==> src/rtl/core_wb_pipelined_master.sv <==
// Pipelined Wishbone B4 master between the core memory port and the SoC bus.
// Keeps up to MAX_OUTSTANDING transfers in flight. This count covers the pending strobe,
// the issued-but-unretired transfers and the buffered responses. Transfers issue on
// stb && !stall. Each ack or error retires the oldest transfer. Responses are buffered
// in order in a show-ahead FIFO. A bus error or a timeout aborts, and every remaining
// transfer then returns as an error response.
// Ports:
//   wb_clk_i, wb_rst_n_i           clock, async active-low reset
//   wb_cyc_o .. wb_data_o          Wishbone master outputs
//   wb_ack_i .. wb_data_i          Wishbone slave responses
//   req_*                          core request channel (valid/ready)
//   rsp_*                          core response channel (valid/ready)
//   busy_o                         anything issued, pending or buffered
//   timeout_o                      one-cycle pulse when a timeout abort starts
module core_wb_pipelined_master #(
  parameter int unsigned ADDRESS_WIDTH   = 28,
  parameter int unsigned DATA_WIDTH      = 32,
  parameter int unsigned MAX_OUTSTANDING = 4,
  parameter int unsigned TIMEOUT_CYCLES  = 255,
  localparam int unsigned SEL_WIDTH      = DATA_WIDTH / 8
) (
  input  logic                     wb_clk_i,
  input  logic                     wb_rst_n_i,
  output logic                     wb_cyc_o,
  output logic                     wb_stb_o,
  output logic                     wb_we_o,
  output logic [SEL_WIDTH-1:0]     wb_sel_o,
  output logic [ADDRESS_WIDTH-1:0] wb_adr_o,
  output logic [DATA_WIDTH-1:0]    wb_data_o,
  input  logic                     wb_ack_i,
  input  logic                     wb_stall_i,
  input  logic                     wb_error_i,
  input  logic [DATA_WIDTH-1:0]    wb_data_i,
  input  logic                     req_valid_i,
  output logic                     req_ready_o,
  input  logic                     req_write_i,
  input  logic [ADDRESS_WIDTH-1:0] req_address_i,
  input  logic [SEL_WIDTH-1:0]     req_byte_select_i,
  input  logic [DATA_WIDTH-1:0]    req_data_i,
  output logic                     rsp_valid_o,
  input  logic                     rsp_ready_i,
  output logic [DATA_WIDTH-1:0]    rsp_data_o,
  output logic                     rsp_error_o,
  output logic                     busy_o,
  output logic                     timeout_o
);

  localparam int unsigned CW = $clog2(MAX_OUTSTANDING + 1);
  localparam int unsigned IW = CW + 1;
  localparam int unsigned PW = (MAX_OUTSTANDING > 1) ? $clog2(MAX_OUTSTANDING) : 1;
  localparam int unsigned TW = (TIMEOUT_CYCLES > 0) ? $clog2(TIMEOUT_CYCLES + 1) : 1;
  localparam logic [PW-1:0] PtrLast  = PW'(MAX_OUTSTANDING - 1);
  localparam logic [TW-1:0] TmoLimit = TW'(TIMEOUT_CYCLES);

  typedef enum logic [1:0] {StIdle, StActive, StAbort} state_e;

  state_e                   state_q, state_d;
  logic                     stb_q, stb_d;
  logic                     we_q;
  logic [SEL_WIDTH-1:0]     sel_q;
  logic [ADDRESS_WIDTH-1:0] adr_q;
  logic [DATA_WIDTH-1:0]    data_q;
  logic [CW-1:0]            out_q, out_d;
  logic [TW-1:0]            tmo_q, tmo_d;

  logic [DATA_WIDTH-1:0]    fifo_data_q [MAX_OUTSTANDING];
  logic                     fifo_err_q  [MAX_OUTSTANDING];
  logic [PW-1:0]            fifo_wptr_q, fifo_rptr_q;
  logic [CW-1:0]            fifo_cnt_q;

  // Read/write kind of each issued transfer, oldest at ord_rptr_q.
  logic                     ord_we_q [MAX_OUTSTANDING];
  logic [PW-1:0]            ord_wptr_q, ord_rptr_q;

  logic [IW-1:0]            inflight;
  logic                     accept, issue, retire, head_we, timeout_hit, go_abort;
  logic                     push, pop, push_err;
  logic [DATA_WIDTH-1:0]    push_data;

  function automatic logic [PW-1:0] ptr_inc(input logic [PW-1:0] p);
    return (p == PtrLast) ? '0 : p + PW'(1);
  endfunction

  always_comb begin
    inflight    = IW'(stb_q) + IW'(out_q) + IW'(fifo_cnt_q);
    req_ready_o = wb_rst_n_i && (state_q != StAbort) &&
                  (inflight < IW'(MAX_OUTSTANDING)) && (!stb_q || !wb_stall_i);
    accept      = req_valid_i && req_ready_o;
    issue       = stb_q && !wb_stall_i;
    // With nothing outstanding, only a transfer issuing this very cycle can be retired.
    head_we     = (out_q == '0) ? we_q : ord_we_q[ord_rptr_q];
    retire      = (state_q == StActive) && (wb_ack_i || wb_error_i) &&
                  ((out_q != '0) || issue);
    timeout_hit = (TIMEOUT_CYCLES != 0) && (state_q == StActive) &&
                  (out_q != '0) && (tmo_q == TmoLimit);
    go_abort    = (retire && wb_error_i) || timeout_hit;
    pop         = rsp_valid_o && rsp_ready_i;
  end

  always_comb begin
    state_d   = state_q;
    stb_d     = stb_q;
    out_d     = out_q;
    tmo_d     = '0;
    push      = 1'b0;
    push_err  = 1'b1;
    push_data = '1;
    unique case (state_q)
      StIdle: begin
        if (accept) begin
          stb_d   = 1'b1;
          state_d = StActive;
        end
      end
      StActive: begin
        out_d = out_q + CW'(issue) - CW'(retire);
        if (retire) begin
          push      = 1'b1;
          push_err  = wb_error_i;
          push_data = wb_error_i ? '1 : (head_we ? '0 : wb_data_i);
        end
        if (accept) begin
          stb_d = 1'b1;
        end else if (issue) begin
          stb_d = 1'b0;
        end
        if (!(wb_ack_i || wb_error_i || issue) && (out_q != '0) && (tmo_q != TmoLimit)) begin
          tmo_d = tmo_q + TW'(1);
        end
        if (go_abort) begin
          // A strobe that never issued and a request accepted this cycle both become
          // error responses flushed from ABORT.
          state_d = StAbort;
          stb_d   = 1'b0;
          out_d   = out_d + CW'(stb_q && !issue) + CW'(accept);
          tmo_d   = '0;
        end else if (!stb_q && (out_q == '0) && !accept) begin
          state_d = StIdle;
        end
      end
      StAbort: begin
        if (out_q != '0) begin
          push  = 1'b1;
          out_d = out_q - CW'(1);
        end
        if (out_q <= CW'(1)) begin
          state_d = StIdle;
        end
      end
      default: state_d = StIdle;
    endcase
  end

  always_ff @(posedge wb_clk_i or negedge wb_rst_n_i) begin
    if (!wb_rst_n_i) begin
      state_q <= StIdle;
      stb_q   <= 1'b0;
      we_q    <= 1'b0;
      sel_q   <= '0;
      adr_q   <= '0;
      data_q  <= '1;
      out_q   <= '0;
      tmo_q   <= '0;
    end else begin
      state_q <= state_d;
      stb_q   <= stb_d;
      out_q   <= out_d;
      tmo_q   <= tmo_d;
      if (accept) begin
        we_q   <= req_write_i;
        sel_q  <= req_byte_select_i;
        adr_q  <= req_address_i;
        data_q <= req_data_i;
      end
    end
  end

  always_ff @(posedge wb_clk_i or negedge wb_rst_n_i) begin
    if (!wb_rst_n_i) begin
      for (int i = 0; i < MAX_OUTSTANDING; i++) begin
        fifo_data_q[i] <= '0;
        fifo_err_q[i]  <= 1'b0;
      end
      fifo_wptr_q <= '0;
      fifo_rptr_q <= '0;
      fifo_cnt_q  <= '0;
    end else begin
      if (push) begin
        fifo_data_q[fifo_wptr_q] <= push_data;
        fifo_err_q[fifo_wptr_q]  <= push_err;
        fifo_wptr_q              <= ptr_inc(fifo_wptr_q);
      end
      if (pop) begin
        fifo_rptr_q <= ptr_inc(fifo_rptr_q);
      end
      fifo_cnt_q <= fifo_cnt_q + CW'(push) - CW'(pop);
    end
  end

  always_ff @(posedge wb_clk_i or negedge wb_rst_n_i) begin
    if (!wb_rst_n_i) begin
      for (int i = 0; i < MAX_OUTSTANDING; i++) begin
        ord_we_q[i] <= 1'b0;
      end
      ord_wptr_q <= '0;
      ord_rptr_q <= '0;
    end else if (state_d == StAbort) begin
      // Kinds are irrelevant once aborting; every remaining transfer ends as an error.
      ord_wptr_q <= '0;
      ord_rptr_q <= '0;
    end else begin
      if (issue) begin
        ord_we_q[ord_wptr_q] <= we_q;
        ord_wptr_q           <= ptr_inc(ord_wptr_q);
      end
      if (retire) begin
        ord_rptr_q <= ptr_inc(ord_rptr_q);
      end
    end
  end

  assign wb_cyc_o    = (state_q == StActive) && (stb_q || (out_q != '0));
  assign wb_stb_o    = stb_q;
  assign wb_we_o     = we_q;
  assign wb_sel_o    = sel_q;
  assign wb_adr_o    = adr_q;
  assign wb_data_o   = data_q;
  assign rsp_valid_o = (fifo_cnt_q != '0);
  assign rsp_data_o  = fifo_data_q[fifo_rptr_q];
  assign rsp_error_o = fifo_err_q[fifo_rptr_q];
  assign busy_o      = (state_q != StIdle) || (fifo_cnt_q != '0);
  assign timeout_o   = timeout_hit;

endmodule

==> config.mk <==
export PLATFORM = sky130hd
export DESIGN_NAME = core_wb_pipelined_master
export DESIGN_NICKNAME = d
export VERILOG_FILES = /design/src/rtl/core_wb_pipelined_master.sv
export SDC_FILE = /design/constraint.sdc
export NUM_CORES = 1
export LEC_CHECK = 0
export ABC_AREA = 1
export BUFFER_PORTS_ARGS = -buffer_cell sky130_fd_sc_hd__buf_2
export CAP_MARGIN = 20
export CORE_MARGIN = 3
export CORE_UTILIZATION = 56
export CTS_BUF_LIST = sky130_fd_sc_hd__clkbuf_8 sky130_fd_sc_hd__clkbuf_16
export CTS_CLUSTER_DIAMETER = 60
export DETAILED_ROUTE_END_ITERATION = 7
export GPL_TIMING_DRIVEN = 1
export PLACE_DENSITY = 0.81
export SLEW_MARGIN = 30
export SYNTH_ARGS = -nofsm -noshare
export SYNTH_HDL_FRONTEND = slang
export SYNTH_SLANG_ARGS = --single-unit
==> constraint.sdc <==
create_clock -name wb_clk_i -period 3.92 [get_ports wb_clk_i]
set_input_delay 0.196 -clock wb_clk_i [delete_from_list [all_inputs] [get_ports wb_clk_i]]
set_output_delay 0.196 -clock wb_clk_i [all_outputs]
set_load 0.01 [all_outputs]
==> impl_metrics.py, run 1 <==
metrics = {
    "timing": {
        "fin_tns_setup_ns": 0,
        "setup_viol": 0,
        "rsz0062_at_grt": "no",
        "final.min_clock_period_ns": 3.02,
        "relSlewSlack": 0.317,
        "fmax_mhz": 331,
        "worst_pin_slew_ns": 1.02,
        "timing.final.crit_share": 0.770,
        "skew_ns": 0.0226,
        "drv_slew": 0,
        "finalHoldViolations": 0,
    },
    "yosys": {
        "synth_seq_cells": 226,
        "synthesis.nets": 1485,
        "ys_warn_count": 0,
        "seq_area_frac_synth": 0.533,
        "synth_edf_count": 0,
        "synth_area_sq_um": 10700,
        "synth_cell_types": 36,
        "syn_avg_cell_area_sq_um": 7.92,
        "synth_flop_cell": "dfrtp_1",
        "async_flop_share": 1.00,
        "synthCells": 1350,
    },
    "floorplanning": {
        "start_util": 0.583,
        "die-area_sq_um": 20800,
        "core_area_sq_um": 18300,
        "dieWidth_microns": 144,
        "io_pins": 208,
        "die_h_microns": 144,
        "fp-row-count": 49,
    },
    "detailed_routing": {
        "detail_route.first_pass.iterations": 5,
        "highest_layer": "met4",
        "drt-total-wl_microns": 31000,
        "drt_iter0_drc": 749,
        "wl_met3_microns": 2570,
        "avgRoutedWirePerCell_microns": 16.8,
        "vias_per_cell": 5.41,
        "wl_met1_microns": 12800,
        "final_antenna_net_count": 0,
        "post-route-drc-count": 0,
        "dr_wl_met2_microns": 14900,
        "vias": 9971,
    },
    "finish": {
        "n_antenna_cell": 0,
        "areaGrowthSynthToFinish_pct": 24.1,
        "fin_nets": 1730,
        "drive_above_1_share": 0.195,
        "fin_area_sq_um": 13300,
    },
    "power_and_ir_drop": {
        "powerDensity_nw_per_um2": 806,
        "clockPowerShare": 0.207,
        "power_mw": 10.7,
        "p_seq_frac": 0.385,
        "p_switching_mw": 4.34,
        "sw_frac_of_total": 0.406,
        "peakVddDrop_mv": 0.485,
        "internal_power_mw": 6.35,
        "combPwrFrac": 0.408,
        "leakage_nw": 7.23,
    },
    "critical_path": {
        "critPathMaxFanout": 7,
        "worst-path-buf-inv": 4,
        "crit_required_ns": 4.28,
        "crit_type": "reg -> reg",
        "worst_r2r_path_depth": 16,
        "cpLargestDelayFamily": "adder cells",
        "crit_cells": 16,
        "cp-endpoint": "out_q[2]",
        "rr_endpoint": "out_q[2]",
        "cp_slowest_cell": "fa_1",
        "startpoint": "out_q[1]",
        "path_cells": "inv_1, ha_1, inv_1, nor2_4, nand2_2, nand3_4, inv_1, ha_1, inv_1, ha_1, fa_1, ha_1, nand2_1, xor2_1, o211ai_1, o21ai_0",
        "r2r-start": "out_q[1]",
        "critPathMaxStageDelay_ns": 0.52,
        "start_kind": "flop",
        "regToRegSetupSlack_ns": 0.90,
        "end_kind": "flop",
        "worst_ep_arrival_time_ns": 3.38,
    },
    "place": {
        "dp_hpwl_microns": 17600,
        "postPlaceCellArea_sq_um": 11800,
        "port_buffers": 207,
        "gp_congestion": 0.875,
    },
    "clocking": {
        "cts_htree_levels": 1,
        "cts_tree": "yes",
        "clock_sinks": 226,
        "clk_latency_ns": 0.52,
        "cts_setup_buffers": 0,
        "clock_path_buffers": 3,
        "cts-root-buf": "clkbuf_16",
        "clk_pin_slew_worst_paths_ns": 0.06,
        "cts_made_buffers": 25,
    },
    "global_routing": {
        "grt_pass1_wl_microns": 50100,
        "grt-ovfl-total": 0,
        "globalRouteTotalUtil": 0.300,
        "first_global_vias": 9926,
        "grt_max_degree": 79,
        "grt_antenna_before_repair": 0,
    },
    "run_status": {
        "outcome": "completed",
    },
    "job": {
        "drv_cap": 0,
    },
    "worst_hold_path": {
        "hp-class": "in -> reg",
    },
}
## sequential cells by signal, indices dropped and copies added (netlist names), 2 cells and up
| name | count |
|---|---|
| fifo_cnt_q | 3 |
| fifo_data_q | 128 |
| fifo_err_q | 4 |
| fifo_rptr_q | 2 |
| fifo_wptr_q | 2 |
| ord_rptr_q | 2 |
| ord_we_q | 4 |
| ord_wptr_q | 2 |
| out_q | 3 |
| state_q | 2 |
| tmo_q | 8 |
| wb_adr_o | 28 |
| wb_data_o | 32 |
| wb_sel_o | 4 |
## per-layer routing
metal  vias to the layer above  GRT usage
met5                         -          0
met4                         0     0.0830
met3                        65     0.0592
met2                       480      0.504
met1                      4731      0.401
li1                       4695          -
## placed cells by master, fill, tap and decap left out, drive strengths merged, types with 2 or more instances in the layout
cell type,Yosys,final
nand2,642,642
buf,33,219
dfrtp,194,194
o21ai,119,119
inv,86,99
nor2,92,92
dlygate4sd3,0,66
o22ai,33,33
dfstp,32,32
clkbuf,34,30
ha,28,28
nand3,18,18
nor3,7,7
a21oi,7,7
nand4,7,7
xor2,4,4
fa,3,3
clkinv,0,3
xnor2,2,2
o211ai,2,2
a31oi,2,2
## synth_stat cells (8+ instances only)
library cell / count / share of area
nand2_1: 635 / 0.22
dfrtp_1: 194 / 0.45
nor2_1: 87 / 0.031
o21ai_0: 86 / 0.040
inv_1: 77 / 0.027
clkbuf_1: 34 / 0.012
o21ai_1: 33 / 0.015
o22ai_1: 33 / 0.019
dfstp_2: 32 / 0.079
ha_1: 28 / 0.033
buf_2: 22 / 0.010
nand3_1: 13 / 0.0061
inv_2: 8 / 0.0028
## worst min-delay path, delay by kind of cell
| kind | cells | cell delay (ns) |
|---|---|---|
| buf+inv | 2 | 0.13 |
| simple gates | 2 | 0.12 |
| compound gates | 1 | 0.11 |
## final cells by class
| class | count | area (sq um) |
|---|---|---|
| sequential | 226 | 5700 |
| fill | 1325 | 5060 |
| multi-input combinational | 971 | 4380 |
| timing repair buffer | 285 | 1800 |
| clock buffer | 30 | 706 |
| inverter | 86 | 325 |
| tap | 229 | 287 |
| clock inverter | 16 | 71.3 |
## power groups by stage
stage	sequential [mW]	combinational (mW)	clock, mW
6_report	4.11	4.36	2.21
3_3_place_gp	4.06	4.08	0
3_5_place_dp	4.08	4.23	0
4_1_cts	4.08	4.30	2.24
2_1_floorplan	4.10	2.65	0
5_1_grt	4.22	4.90	2.34
## worst min-delay path by stage
stage / cells after the start / endpoint / startpoint
4_1_cts: 5 / fifo_data_q[113] / wb_data_i[17]
2_1_floorplan: 0 / fifo_cnt_q[0] / wb_rst_n_i
3_3_place_gp: 1 / tmo_q[3] / wb_rst_n_i
3_5_place_dp: 1 / tmo_q[5] / wb_rst_n_i
5_1_grt: 5 / fifo_data_q[81] / wb_data_i[17]
6_report: 5 / fifo_data_q[116] / wb_data_i[20]
## logic make-up (layout without fill, tap and decap cells)
family | count (synthesis) | in the layout | synth area share
AO/OA/AOI/OAI | 166 | 166 | 0.0830
XOR/XNOR | 6 | 6 | 0.00492
adder cells (fa/ha/maj) | 31 | 31 | 0.0384
buffers and inverters | 153 | 417 | 0.0590
flip-flops | 226 | 226 | 0.533
AND/OR/NAND/NOR | 768 | 768 | 0.282
## per-stage QoR
stage / worst slack (ns) / util / hold slack [ns] / std cells
after floorplan: 1.16 / - / -0.0996 / 1350
after global placement: 1.01 / 0.645 / 0.206 / 1731
after detailed placement: 0.912 / 0.645 / 0.208 / 1731
after CTS: 0.897 / 0.723 / 0.0683 / 1843
after global routing: 0.669 / 0.724 / 0.0985 / 1843
final: 0.900 / 0.724 / 0.0759 / 1843
## timing repair
| item | 4_1_cts | 5_1_grt |
|---|---|---|
| hold buffers | 66 | 0 |
| gates resized for setup | 0 | 0 |
| hold endpoints to repair | 118 | 0 |
| setup endpoints to repair | 0 | 0 |
Power figures use the tool's default switching activity.
==> run 2, diff against run 1 <==
- ABC_AREA: 1 -> 0
- CORE_UTILIZATION: 56 -> 55
- PLACE_DENSITY: 0.81 -> 0.8
- clock period: 3.92 -> 3.05 ns (I/O delays scaled with it)
==> impl_metrics.py, run 2 <==
metrics = {
    "yosys": {
        "synth_simple_gate_area_frac": 0.154,
        "synth-compound-area-share": 0.109,
        "synthesis.nets": 1125,
        "synth_area_sq_um": 10100,
        "syn_avg_cell_area_sq_um": 10.2,
        "synthCells": 990,
        "synth_area_leaders": "dfrtp_1 (48%), nand2_1 (13%), dfstp_2 (8.3%)",
        "synth_commonest_cells": "nand2_1 (348), dfrtp_1 (194), o21ai_0 (139), a21oi_1 (40)",
        "async_flop_share": 1.00,
        "ys_warn_count": 0,
        "synth.most_common_cell": "nand2_1",
        "synth-xor-area-share": 0.00956,
        "synth_top_family_by_area": "simple AND/OR/NAND/NOR gates",
        "seq_area_frac_synth": 0.565,
        "yosys.area_share.adder": 0.0407,
        "synth_top_area_frac": 0.482,
        "synth_flop_cell": "dfrtp_1",
        "synth_top_area_cell": "dfrtp_1",
        "synth_seq_cells": 226,
        "synthMuxAreaShare": 0.0855,
        "synth_edf_count": 0,
        "synth_cell_types": 47,
    },
    "timing": {
        "drv_slew": 0,
        "finalHoldViolations": 1,
        "relSlewSlack": 0.420,
        "fin_tns_setup_ns": 0,
        "fin_ws_ns": 0.176,
        "fmax_mhz": 348,
        "worst_pin_slew_ns": 0.869,
        "setup_viol": 0,
        "timing.final.crit_share": 0.942,
        "timing.hold.ws_ns": -0.000273,
        "skew_ns": 0.0124,
        "final.min_clock_period_ns": 2.87,
    },
    "worst_hold_path": {
        "min-delay-start": "wb_data_i[27]",
        "hold_depth": 3,
        "min_to": "fifo_data_q[123]",
        "hp-class": "in -> reg",
    },
    "detailed_routing": {
        "post-route-drc-count": 0,
        "drt-total-wl_microns": 26300,
        "detail_route.first_pass.iterations": 5,
        "drt_iter0_drc": 449,
        "vias_per_cell": 5.47,
        "wl_met1_microns": 10700,
        "final_antenna_net_count": 0,
        "dr_wl_met2_microns": 13000,
        "vias": 8226,
        "avgRoutedWirePerCell_microns": 17.4,
        "wl_met3_microns": 1860,
        "highest_layer": "met4",
    },
    "floorplanning": {
        "start_util": 0.573,
        "dieWidth_microns": 141,
        "die_h_microns": 141,
        "fp-row-count": 48,
        "io_pins": 208,
        "core_area_sq_um": 17600,
        "die-area_sq_um": 20000,
    },
    "clocking": {
        "cts-root-buf": "clkbuf_16",
        "clock_path_buffers": 3,
        "clock_sinks": 226,
        "cts_tree": "yes",
        "clk_pin_slew_worst_paths_ns": 0.06,
        "cts_made_buffers": 24,
        "clk_latency_ns": 0.51,
        "cts_htree_levels": 1,
    },
    "critical_path": {
        "start_kind": "flop",
        "critPathMaxFanout": 4,
        "worst_r2r_path_depth": 14,
        "rr_endpoint": "out_q[2]",
        "worst-path-buf-inv": 3,
        "critPathMaxStageDelay_ns": 0.41,
        "crit_type": "reg -> reg",
        "r2r-start": "out_q[1]",
        "cp_slowest_cell": "dfrtp_1",
        "crit_top_cell": "ha_1",
        "regToRegSetupSlack_ns": 0.18,
        "end_kind": "flop",
        "cpLargestDelayFamily": "adder cells",
        "path_cells": "inv_1, ha_1, nand2b_1, o221ai_2, inv_2, ha_1, inv_1, ha_1, fa_1, ha_1, nor3b_2, xnor2_1, mux2i_1, o21ai_1",
        "worst_ep_arrival_time_ns": 3.25,
        "crit_required_ns": 3.43,
    },
    "finish": {
        "areaGrowthSynthToFinish_pct": 29.2,
        "top_register": "fifo_data_q",
        "n_antenna_cell": 0,
        "num-fill-cells": 1161,
        "fin_nets": 1398,
        "largest_register_ff_count": 128,
        "drive_above_1_share": 0.277,
        "layout_commonest_cell": "nand2_1",
        "stdcell_count": 1505,
        "layout_common_cells": "nand2_1 (344), buf_2 (206), dfrtp_1 (193), o21ai_0 (138), dlygate4sd3_1 (80)",
    },
    "place": {
        "place_ws_ns": 0.168,
        "dp_hpwl_microns": 15700,
        "port_buffers": 207,
        "gp_congestion": 0.848,
        "dp.cells": 1381,
    },
    "power_and_ir_drop": {
        "leakage_nw": 6.70,
        "powerDensity_nw_per_um2": 477,
        "power_mw": 6.21,
        "peakVddDrop_mv": 0.423,
    },
    "global_routing": {
        "grt-ovfl-total": 0,
        "grt_pass1_wl_microns": 43600,
        "grt_antenna_before_repair": 0,
        "grt_max_degree": 73,
        "first_global_vias": 8722,
        "globalRouteTotalUtil": 0.267,
    },
    "run_status": {
        "failed_checks": "hold timing",
        "outcome": "finished, violations left",
    },
    "job": {
        "drv_cap": 0,
    },
}
-- run 2: cell count changes after synthesis, moves of 7 or more --
cell,change
o22ai_1,-33
nand4_1,-7
nor2_1,-68
a21oi_1,+33
o21ai_0,+53
mux4_2,+34
nand2_1,-287
inv_2,-8
nand3_1,-10
inv_1,-52
o21ai_1,-33
-- run 2: power breakdown --
| group | internal, mW | total (mW) | switching, mW |
|---|---|---|---|
| combinational | 0.155 | 0.299 | 0.144 |
| clock | 1.75 | 2.89 | 1.13 |
| sequential | 3.01 | 3.03 | 0.0136 |
-- run 2: through the flow --
step | cell area [sq um] | util
floorplan | 10100 | -
global route | 13000 | 0.740
detailed placement | 11400 | 0.648
global placement | 11400 | 0.648
finish | 13000 | 0.740
CTS | 13000 | 0.739
-- run 2: cells by family (layout without fill, tap and decap cells) --
kind of cell    count (synthesis)  in the layout
xor+xnor                       11             11
mux                            43             43
simple gates                  392            392
compound gates                200            200
buf+inv                        87            377
flops                         226            226
fa+ha+maj                      31             31
-- run 2: worst reg2reg max path: stages (launching register included) --
cell      delay, ns
dfrtp_1        0.41
inv_1          0.09
ha_1           0.17
nand2b_1       0.09
o221ai_2       0.17
inv_2          0.08
ha_1           0.28
inv_1          0.04
ha_1           0.30
fa_1           0.39
ha_1           0.20
nor3b_2        0.17
xnor2_1        0.13
mux2i_1        0.14
o21ai_1        0.07
-- run 2: timing repair --
action	4_1_cts	5_1_grt
hold buffers	80	0
setup buffers	0	1
hold endpoints to repair	130	0
endpoints found under the setup margin	0	2
gates resized for setup	0	4
-- run 2: how the worst max path moves through the flow --
| stage | depth (start not counted) | from | end | slack [ns] |
|---|---|---|---|---|
| 2_1_floorplan | 14 | out_q[1] | out_q[2] | 0.04 |
| 3_5_place_dp | 14 | out_q[1] | out_q[2] | 0.17 |
| 6_report | 14 | out_q[1] | out_q[2] | 0.18 |
| 3_3_place_gp | 14 | out_q[1] | out_q[2] | 0.24 |
| 4_1_cts | 14 | out_q[1] | out_q[2] | 0.15 |
| 5_1_grt | 14 | out_q[1] | out_q[2] | -0.01 |
-- run 2: per-layer routing --
metal  vias to the layer above  global-route usage
li1                       3834                   -
met1                      4027               0.357
met2                       300               0.449
met3                        65              0.0529
met4                         0              0.0765
met5                         -                   0
-- run 2: layout make-up --
class                           instances  area [sq um]  area share
Sequential cell                       226          5700       0.438
Inverter                               26           100     0.00769
Clock buffer                           33           736      0.0565
Multi-Input combinational cell        677          4060       0.311
Tap cell                              225           282      0.0216
Timing Repair Buffer                  308          2080       0.160
Clock inverter                         10          67.6     0.00519
